**src/rtl/shifter_pkg.sv**
```systemverilog
// Shared definitions for the iterative shifter: command and state encodings,
// plus a decode helper for the shift-class commands.
// Optional feature macro: SHIFTER_ROTATE_EN (enables rotate-right, cmd 101).
package shifter_pkg;

    typedef enum logic [2:0] {
        SH_NOP  = 3'b000,
        SH_LOAD = 3'b001,
        SH_SHL  = 3'b010,
        SH_SHR  = 3'b011,
        SH_SRA  = 3'b100,
        SH_ROR  = 3'b101
    } shift_cmd_e;

    typedef enum logic [1:0] {
        ST_IDLE  = 2'b00,
        ST_SHIFT = 2'b01,
        ST_DONE  = 2'b10
    } shift_state_e;

    // True for encodings that start a multicycle shift; rotate only counts
    // when the rotate feature is built in, otherwise 101 decodes as nop.
    function automatic logic is_shift_cmd(input logic [2:0] c);
        logic r;
        case (c)
            SH_SHL, SH_SHR, SH_SRA: r = 1'b1;
`ifdef SHIFTER_ROTATE_EN
            SH_ROR:                 r = 1'b1;
`endif
            default:                r = 1'b0;
        endcase
        return r;
    endfunction

endpackage

```
**src/rtl/shift_step.sv**
```systemverilog
// Combinational one-bit step of the iterative shifter: (op, d) -> d'.
// The rotate leg exists only when SHIFTER_ROTATE_EN is defined.
module shift_step
    import shifter_pkg::*;
#(
    parameter int WIDTH = 32
) (
    input  shift_cmd_e         op_i,
    input  logic [WIDTH-1:0]   d_i,
    output logic [WIDTH-1:0]   q_o
);

    // Select the single-bit shift for the latched operation.
    always_comb begin
        q_o = d_i;
        case (op_i)
            SH_SHL:  q_o = {d_i[WIDTH-2:0], 1'b0};
            SH_SHR:  q_o = {1'b0, d_i[WIDTH-1:1]};
            SH_SRA:  q_o = {d_i[WIDTH-1], d_i[WIDTH-1:1]};
`ifdef SHIFTER_ROTATE_EN
            SH_ROR:  q_o = {d_i[0], d_i[WIDTH-1:1]};
`endif
            default: q_o = d_i;
        endcase
    end

endmodule

```
**src/rtl/iterative_shifter.sv**
```systemverilog
// Multicycle shifter feeding the ALUOut shifter leg. Loads an operand, then
// shifts one bit per cycle by the captured amount, with busy/done handshakes.
// Optional feature macro: SHIFTER_ROTATE_EN (cmd 101 = rotate right).
module iterative_shifter
    import shifter_pkg::*;
#(
    parameter int WIDTH   = 32,
    parameter int SHAMT_W = 5
) (
    input  logic               clk,
    input  logic               reset,
    input  logic               cmd_valid,
    input  logic [2:0]         cmd,
    input  logic [WIDTH-1:0]   data_in,
    input  logic [SHAMT_W-1:0] shamt,
    output logic               cmd_ready,
    output logic               busy,
    output logic               done,
    output logic [WIDTH-1:0]   data_out
);

    shift_state_e        state_q, state_d;
    logic [WIDTH-1:0]    data_q, data_d;
    logic [SHAMT_W-1:0]  cnt_q, cnt_d;
    shift_cmd_e          op_q, op_d;
    logic [WIDTH-1:0]    step_s;
    logic                accept_s;

    shift_step #(.WIDTH(WIDTH)) u_step (
        .op_i (op_q),
        .d_i  (data_q),
        .q_o  (step_s)
    );

    // Commands are only taken outside SHIFT; anything offered during a shift is dropped.
    assign accept_s  = cmd_valid && (state_q != ST_SHIFT);

    // Handshake outputs decode directly from the state register.
    assign cmd_ready = (state_q != ST_SHIFT);
    assign busy      = (state_q == ST_SHIFT);
    assign done      = (state_q == ST_DONE);
    assign data_out  = data_q;

    // Next-state logic: step while shifting, otherwise evaluate any accepted command.
    always_comb begin
        state_d = state_q;
        data_d  = data_q;
        cnt_d   = cnt_q;
        op_d    = op_q;
        case (state_q)
            ST_SHIFT: begin
                data_d = step_s;
                cnt_d  = cnt_q - SHAMT_W'(1);
                if (cnt_q == SHAMT_W'(1)) begin
                    state_d = ST_DONE;
                end else begin
                    state_d = ST_SHIFT;
                end
            end
            ST_IDLE, ST_DONE: begin
                // DONE lasts one cycle unless a new command replaces it.
                state_d = ST_IDLE;
                if (accept_s) begin
                    if (cmd == SH_LOAD) begin
                        data_d  = data_in;
                        state_d = ST_DONE;
                    end else if (is_shift_cmd(cmd)) begin
                        if (shamt == SHAMT_W'(0)) begin
                            state_d = ST_DONE;
                        end else begin
                            cnt_d   = shamt;
                            op_d    = shift_cmd_e'(cmd);
                            state_d = ST_SHIFT;
                        end
                    end else begin
                        // nop and undefined encodings leave everything alone
                        state_d = ST_IDLE;
                    end
                end else begin
                    state_d = ST_IDLE;
                end
            end
            default: begin
                state_d = ST_IDLE;
            end
        endcase
    end

    // State, counter, latched op and data register; reset discards any partial result.
    always_ff @(posedge clk) begin
        if (reset) begin
            state_q <= ST_IDLE;
            data_q  <= {WIDTH{1'b0}};
            cnt_q   <= {SHAMT_W{1'b0}};
            op_q    <= SH_NOP;
        end else begin
            state_q <= state_d;
            data_q  <= data_d;
            cnt_q   <= cnt_d;
            op_q    <= op_d;
        end
    end

endmodule

```
**config.mk**
```make
export PLATFORM = sky130hd
export DESIGN_NAME = iterative_shifter
export DESIGN_NICKNAME = d
export VERILOG_FILES = /design/src/rtl/shifter_pkg.sv /design/src/rtl/shift_step.sv /design/src/rtl/iterative_shifter.sv
export SDC_FILE = /design/constraint.sdc
export NUM_CORES = 1
export LEC_CHECK = 0
export CORE_AREA = 5 5 72 88
export DETAILED_ROUTE_END_ITERATION = 8
export DIE_AREA = 0 0 77 93
export GPL_TIMING_DRIVEN = 0
export PLACE_DENSITY = 0.79
export SYNTH_ARGS = -nofsm -noshare
export SYNTH_HDL_FRONTEND = slang
export SYNTH_SLANG_ARGS = --single-unit
```
**constraint.sdc**
```tcl
create_clock -name clk -period 1.8 [get_ports clk]
set_clock_uncertainty 0.2 [all_clocks]
set_input_delay 0.45 -clock clk [delete_from_list [all_inputs] [get_ports clk]]
set_output_delay 0.45 -clock clk [all_outputs]
set_load 0.1 [all_outputs]
```
### Yosys cells after proc, flatten, opt, wreduce, memory -nomap -nowiden

Index checks and enable logic that the tools add are counted.

* register bits: 42
* bits of input ports: 43
* logic and storage cells: 56

* $add $sub $neg: 1
* equal/unequal tests: 19
* multiplexer cells: 19
* bitwise operators: 2
* reduce and logical (&&, ||, !) cells: 10

Operators by type and width (number)
* $pmux 32 s3: 1
* $mux 32: 2
* $pmux 32 s2: 1
* $mux 5: 4
* $reduce_and 5->1: 3
* $eq 3x2->1 const B: 4
* $ne 2x2->1 const B: 6
* $mux 2: 5
* $pmux 5 s2: 1
* $eq 3x3->1 const B: 2
* $eq 5x1->1 const B: 1
* $logic_not 5->1: 1
* $sub 5x1->5 const B: 1
* $mux 1: 4
* $ne 4x1->1 const B: 1
* $pmux 2 s2: 1
* $reduce_and 4->1: 1
* $eq 3x1->1 const B: 1
* $ne 3x1->1 const B: 1
* $reduce_or 3->1: 1
* $eq 2x1->1 const B: 1
* $eq 2x2->1 const B: 1
* $logic_not 2->1: 1
* $ne 2x1->1 const B: 1
* 4 further kinds: 5

### Depth between registers and ports, before layout

Gate-level depths: netlist of the first run.

* word-level depth: 10
* mapped depth: 8
* gate-level depth less buffers: 6

### Cells and area by module

From an unflattened synthesis of the first run, not the netlist that was laid out.

* cell total of the unflattened synthesis: 440
* area, all modules: 3552.2 µm²

Modules (own cells, without submodules)
* iterative_shifter: times used 1, cells an instance 216, area each 1990.7 µm², sequential area each 840.8 µm²
* shift_step: times used 1, cells an instance 224, area each 1561.5 µm², sequential area each 0.0 µm²

### Least setup slack after synthesis of the first run

OpenSTA, ideal clock, no wires.

* kind: register to output
* from: register state_q[0]
* to: output port done
* arrival: 2.091 ns
* setup slack: -0.941 ns
* stages on the path, launching flop included: 5
* path buffers: 3
* path through: dfxtp_1 buf_4 buf_2 buf_2 nor2b_1

* cells in the longest elaborated chain, start to end: 1

Ends and longest elaborated chain
* start, declared: RTL line iterative_shifter.sv:22 `shift_state_e state_q, state_d;`
* start signal, assigned: RTL line iterative_shifter.sv:97 `state_q <= state_d;`
* $eq 2x2->1: RTL line iterative_shifter.sv:41 `assign done = (state_q == ST_DONE);`
* end, declared: RTL line iterative_shifter.sv:18 `output logic done,`

Every way passes these cells.

### Final worst setup path of the first run

* from: register data_q[0], in the netlist data_out[0]
* to: output port data_out[0]

RTL lines
* start, declared: RTL line iterative_shifter.sv:23 `logic [WIDTH-1:0] data_q, data_d;`
* start signal, assigned: RTL line iterative_shifter.sv:93 `data_q <= {WIDTH{1'b0}};`
* start signal, assigned: RTL line iterative_shifter.sv:98 `data_q <= data_d;`
* end, declared: RTL line iterative_shifter.sv:19 `output logic [WIDTH-1:0] data_out`

No word-level cell between the ends.

==> reports/results.ini, run 1 <==
[sta]
hold_viol = 0
period_needed_ps = 1781
fmax_ghz = 0.5614
final_max_slew_viol_count = 0
setup_viol = 0
tightest_slew_ps = 555.2
fin_setup_tns_ps = 0
fin_crit_sh_pct = 98.96
slew_headroom_pct = 62.99
rsz0062_at_grt = yes
hold-worst-slack_ps = 261.8

[critical_path]
critPathTopFamily = buffers and inverters
worstSetupPathType = flip-flop to output pin
critPathArrivalTime_ps = 1130
cpPeakStageDelay_ps = 450
crit_cells = 1
crit_fanout = 3
worst-path-buf-inv = 1
slowest_stage = buf_2
required_ps = 1150
critPathCaptureType = output pin
cp-start-kind = flip-flop
worstPathCellList = buf_2
rr_worst_depth = 5

[clock_network]
insertion_delay_ps = 300
path_clk_slew_ps = 80
clockBufferDepth = 2
clock-root-buffer = clkbuf_8
numClockSinks = 42
cts_buffers = 5
cts_hold_buf = 0
htree_levels = 2
tritoncts = built

[power]
p_per_area_nw_per_um2 = 684.9
leakage_nw = 1.444
peakVddDrop_mv = 0.4099
power_mw = 2.481

[layout]
nets = 449
antennaDiodeCount = 0
layout-drive-gt1-share_pct = 27.41
final_cell_mix = 39 x dfxtp_1, 36 x nor2_1, 32 x clkdlybuf4s50_1
area_growth_pct = 48.08
fin_util_pct = 66.55
final_area_um2 = 3622
final_common_cell = dfxtp_1

[global_route]
grt_use_total_pct = 21.49
antenna_found_initial = 0
grt_max_degree = 20
grt_pass1_vias = 2682
grt_pass1_wl_um = 12880
grt-ovfl-total = 0

[logic_synthesis]
syn_avg_cell_area_um2 = 8.046
yosys_warnings = 0
synth_area_um2 = 2446
syn_inst = 304
ys_types = 45
syn_nets = 349
seq_area_frac_synth_pct = 34.37
synth-async-reset-ratio_pct = 0
synth_edf_count = 0
synthFlopType = dfxtp_1
yosys.area.top_type = dfxtp_1
synth_top_area_share_pct = 34.37
ys_ff_latch = 42
netlist_top_cells_area = dfxtp_1 34%, a22o_1 11%, a31oi_1 8.2%, nand3_1 6.3%, o21ai_0 6.1%

[floorplan]
dieArea_um2 = 7161
fp.dieH_um = 93
die_x_um = 77
initial_utilization_pct = 44.94
ios = 78
design.core.area_um2 = 5443
core.rowCount = 30

[flow_run]
drv_cap = 0

[place]
gp_congestion = 0.8678
port_buffers = 76
hpwl_um = 5438
dpl-instance-area_um2 = 3319

[drt]
drc = 0
post_drt_wl_per_cell_um = 17.34
via_per_inst = 6.021
antenna_left = 0
vias = 2824
drt_first_pass_iters = 5
wirelength_um = 8134
drtIter0Drc = 311

[min_path]
hold_path_class = input port to flip-flop
worstHoldPathCells = 2

[status]
status = completed

[per-layer routing]
metal / global-route usage, % / vias to the layer above / routed length (um)
li1: - / 1343 / -
met1: 26.46 / 1341 / 3378
met2: 36.05 / 127 / 4000
met3: 4.624 / 13 / 642
met4: 9.169 / 0 / 112
met5: 0 / - / 0
[registers in the layout, indices dropped and copies added (netlist names)]
register	flops
data_out	32
cnt_q	5
state_q	2
op_q	3
[synth_stat cells, types with 2 or more instances]
master,instances
nand3_1,31
nand2_1,8
buf_2,8
and2_1,2
nor3_1,4
mux2i_1,2
a22o_1,30
nor3b_2,3
dfxtp_1,42
a31oi_1,32
nor2b_1,4
buf_4,8
buf_6,3
inv_1,4
nand3b_1,2
nor2_1,36
a211oi_1,3
o32ai_1,5
clkbuf_1,9
ha_1,2
o21ai_0,30
nand2b_1,4
a21oi_1,8
clkbuf_2,2
or2_2,2
[cells by family after synthesis]
| logic type | after synthesis | share of synthesized area [%] |
|---|---|---|
| AO/OA/AOI/OAI | 117 | 33.25 |
| AND/OR/NAND/NOR | 105 | 22.25 |
| flip-flops | 42 | 34.37 |
| buffers and inverters | 36 | 8.286 |
| multiplexers | 2 | 0.8184 |
| adder cells (fa/ha/maj) | 2 | 1.023 |
[report_power, final]
group / total, mW / internal, mW / switching (mW)
Sequential: 1.02 / 0.971 / 0.0454
Clock: 0.645 / 0.310 / 0.335
Combinational: 0.819 / 0.319 / 0.500
Total: 2.48 / 1.60 / 0.881
[metrics by stage]
stage               cells  worst slack, ps
floorplan             304           -2.837
global placement      444           -778.6
detailed placement    444           -780.3
CTS                   466           -64.22
global route          469           -49.70
finish                469            18.81
[path summary, 6_finish.rpt]
path | startpoint | endpoint | slack, ps
worst max-delay path | data_out[0]$_SDFFE_PP0P_ | data_out[0] | 20
worst min-delay path | cmd[1] | op_q[2]$_SDFFE_PP0P_ | 260
worst max register to register | state_q[0]$_SDFF_PP0_ | cnt_q[0]$_SDFFE_PP0P_ | 70
worst min register to register | cnt_q[4]$_SDFFE_PP0P_ | cnt_q[4]$_SDFFE_PP0P_ | 290
[repair_timing]
| item | CTS | global route |
|---|---|---|
| pin swaps | 7 | 11 |
| setup buffers | 14 | 4 |
| cloned | 1 | 1 |
| resized for setup | 219 | 52 |
| setup endpoints to repair | 72 | 65 |
[cell type report]
cell class	instances	area [um2]
plain buffers	27	192.7
clock buffers	7	86.33
clock inverters	1	5.005
fillers	461	1821
inverters	6	30.03
multi-input cells	226	1516
flip-flops and latches	42	847.1
well taps	64	80.08
repair buffers	96	864.6
(Power assumes the default switching activity.)
==> run 2, diff against run 1 <==
--- a/config.mk
+++ b/config.mk
@@ -5,11 +5,12 @@
 export SDC_FILE = /design/constraint.sdc
 export NUM_CORES = 1
 export LEC_CHECK = 0
-export CORE_AREA = 5 5 72 88
+export CORE_AREA = 5 5 83 101
 export DETAILED_ROUTE_END_ITERATION = 8
-export DIE_AREA = 0 0 77 93
+export DIE_AREA = 0 0 88 106
 export GPL_TIMING_DRIVEN = 0
-export PLACE_DENSITY = 0.79
+export PLACE_DENSITY = 0.78
 export SYNTH_ARGS = -nofsm -noshare
 export SYNTH_HDL_FRONTEND = slang
+export SYNTH_HIERARCHICAL = 1
 export SYNTH_SLANG_ARGS = --single-unit
==> run 2 against run 1 <==
The run now ends with setup timing left. Largest cell class unchanged. Via count increased by 42%. Sequential cell count is the same. Power up 50%. Area after synthesis up 45%. Sequential power grew 16%. Critical endpoint is now data_out[21]$_SDFFE_PP0P_.
==> reports/results.ini, run 2 <==
[status]
status = finished, violations left
violations = setup timing

[logic_synthesis]
ys_ff_latch = 42  ; unchanged
syn_nets = 485  ; +39%
synth_top_area_share_pct = 23.67  ; -11 points
synth_most_common_cell = nor2_1
yosys-top-cells-count = 72 x nor2_1, 65 x a21oi_1, 54 x or3b_1
yosys.area.top_type = dfxtp_1
yosys_warnings = 6  ; +6
synthFlopType = dfxtp_1
syn_avg_cell_area_um2 = 8.073  ; +0.33%
seq_area_frac_synth_pct = 23.67  ; -11 points
syn_inst = 440  ; +45%
netlist_top_cells_area = dfxtp_1 24%, or3b_1 13%, mux2i_1 9.9%, a211oi_1 9.3%, a21oi_1 9.2%
synth-async-reset-ratio_pct = 0  ; unchanged
ys_types = 42  ; -6.7%
synth_area_um2 = 3552  ; +45%
synth_edf_count = 0  ; unchanged

[clock_network]
tritoncts = built
numClockSinks = 42  ; unchanged
htree_levels = 2  ; unchanged
cts_hold_buf = 0  ; unchanged
path_clk_slew_ps = 90  ; about the same
clock-root-buffer = clkbuf_8
clockBufferDepth = 2  ; unchanged
cts_buffers = 5  ; unchanged
insertion_delay_ps = 300  ; about the same

[layout]
final_common_cell = nor2_1
nets = 587  ; +31%
largest_reg_flops = 32  ; unchanged
layout-drive-gt1-share_pct = 46.96  ; +20 points
final_cell_mix = 71 x nor2_1, 38 x a21oi_2, 36 x or3b_1
area_growth_pct = 46.35
antennaDiodeCount = 0  ; unchanged

[drt]
vias = 4007  ; +42%
drc = 0  ; unchanged
post_drt_wl_per_cell_um = 19.76  ; +14%
antenna_left = 0  ; unchanged
drt_first_pass_iters = 5  ; unchanged
via_per_inst = 6.310  ; +4.8%
drtIter0Drc = 259  ; -17%
wirelength_um = 12550  ; +54%

[sta]
setup_viol = 33  ; +33
slew_headroom_pct = 55.09  ; -7.9 points
finalWorstSetupSlack_ps = -128.6  ; -147.4 ps
period_needed_ps = 1929  ; +147.4 ps
rsz0062_at_grt = yes
fin_crit_sh_pct = 107.1  ; +8.2 points
final_max_slew_viol_count = 0  ; unchanged
fmax_ghz = 0.5185  ; -7.6%
tightest_slew_ps = 673.6  ; +118.5 ps
hold_viol = 0  ; unchanged

[floorplan]
die_x_um = 88  ; +14%
dieArea_um2 = 9328  ; +30%
initial_utilization_pct = 48.00  ; +3.1 points
fp.dieH_um = 106  ; +14%
design.core.area_um2 = 7401  ; +36%
ios = 78  ; unchanged
core.rowCount = 35  ; +17%

[min_path]
hold_path_class = input port to flip-flop

[critical_path]
ff2ff_setup_slack_ps = -130  ; -200 ps
crit_fanout = 6  ; +3
worstSetupPathType = flip-flop to flip-flop
critPathCapture = data_out[21]$_SDFFE_PP0P_
critPathArrivalTime_ps = 1890  ; +760 ps
rr_worst_depth = 7  ; +2
cp-start-kind = flip-flop
r2r_start = op_q[1]$_SDFFE_PP0P_
critPathCaptureType = flip-flop
r2r_end = data_out[21]$_SDFFE_PP0P_
cp-startpoint = op_q[1]$_SDFFE_PP0P_
required_ps = 1760  ; +610 ps

[power]
p_per_area_nw_per_um2 = 715.7  ; +4.5%
peakVddDrop_mv = 0.3848  ; -6.1%
power_mw = 3.721  ; +50%
leakage_nw = 1.919  ; +33%

[flow_run]
drv_cap = 0  ; unchanged

[global_route]
grt_pass1_vias = 3770  ; +41%
grt_max_degree = 13  ; -35%
antenna_found_initial = 0  ; unchanged
grt_pass1_wl_um = 18530  ; +44%
grt_use_total_pct = 24.07  ; +2.6 points
grt-ovfl-total = 0  ; unchanged

[place]
gp_congestion = 0.8915  ; +2.7%
place_ws_ps = -998.3  ; -218.1 ps
port_buffers = 76  ; unchanged
hpwl_um = 7801  ; +43%

==> run 2: critical path: stages (launching register included) <==
cell      delay, ps
dfxtp_4         410
buf_12          150
buf_8           110
or3b_4          370
a21oi_2         150
a211oi_2         50
mux2i_1         230
a211oi_2        110
==> run 2: what timing repair did <==
item                       CTS  global route
setup endpoints to repair   77            66
resized for setup          303            85
gates cloned                 1             3
pin swaps                   20            42
buffers inserted            12             7
==> run 2: logic make-up after synthesis <==
group	after synthesis	share of synthesized area, %
AND/OR/NAND/NOR	164	28.18
XOR/XNOR	1	0.4580
buffers and inverters	53	7.996
adder cells (fa/ha/maj)	2	0.7044
flip-flops	42	23.67
AO/OA/AOI/OAI	142	28.81
multiplexers	36	10.18
==> run 2: metal layers <==
metal	wire length (um)	global-route usage, %
met5	0	0
met4	282	7.785
met3	829	4.341
met2	6604	42.78
met1	4833	28.57
==> run 2: metrics by stage <==
step / utilization, % / TNS [ps] / instances / hold WS, ps / instance area (um2)
detailed placement: 60.93 / -48180 / 608 / 295.2 / 4509
finish: 70.25 / -2095 / 635 / 218.5 / 5199
global route: 70.25 / -4334 / 635 / 251.4 / 5199
global placement: 60.93 / -44600 / 608 / 282.9 / 4509
floorplan: - / -1375 / 440 / 254.6 / 3633
CTS: 65.93 / -791.3 / 627 / 303.5 / 4880
==> run 2: final cells by class <==
cell class | count | area [um2]
buffer | 44 | 376.6
clock buffer | 7 | 86.33
clock inverter | 1 | 5.005
fill | 550 | 2202
inverter | 6 | 26.28
multi-input combinational | 345 | 2761
sequential | 42 | 889.6
tap | 92 | 115.1
timing repair buffer | 98 | 938.4
==> run 2: how the worst min path moves through the flow <==
stage | startpoint | endpoint | slack, ps | cells after the start
2_1_floorplan | op_q[0]$_SDFFE_PP0P_ | op_q[0]$_SDFFE_PP0P_ | 250 | 2
6_report | shamt[2] | cnt_q[2]$_SDFFE_PP0P_ | 220 | 3
3_3_place_gp | op_q[0]$_SDFFE_PP0P_ | op_q[0]$_SDFFE_PP0P_ | 280 | 2
4_1_cts | shamt[1] | cnt_q[1]$_SDFFE_PP0P_ | 300 | 3
5_1_grt | shamt[2] | cnt_q[2]$_SDFFE_PP0P_ | 250 | 3
3_5_place_dp | op_q[0]$_SDFFE_PP0P_ | op_q[0]$_SDFFE_PP0P_ | 300 | 2
==> run 2: report_power, final <==
| group | internal [mW] | leakage (nW) | switching (mW) |
|---|---|---|---|
| Clock | 0.311 | 0.0482 | 0.367 |
| Combinational | 0.700 | 1.51 | 1.17 |
| Sequential | 1.03 | 0.359 | 0.147 |
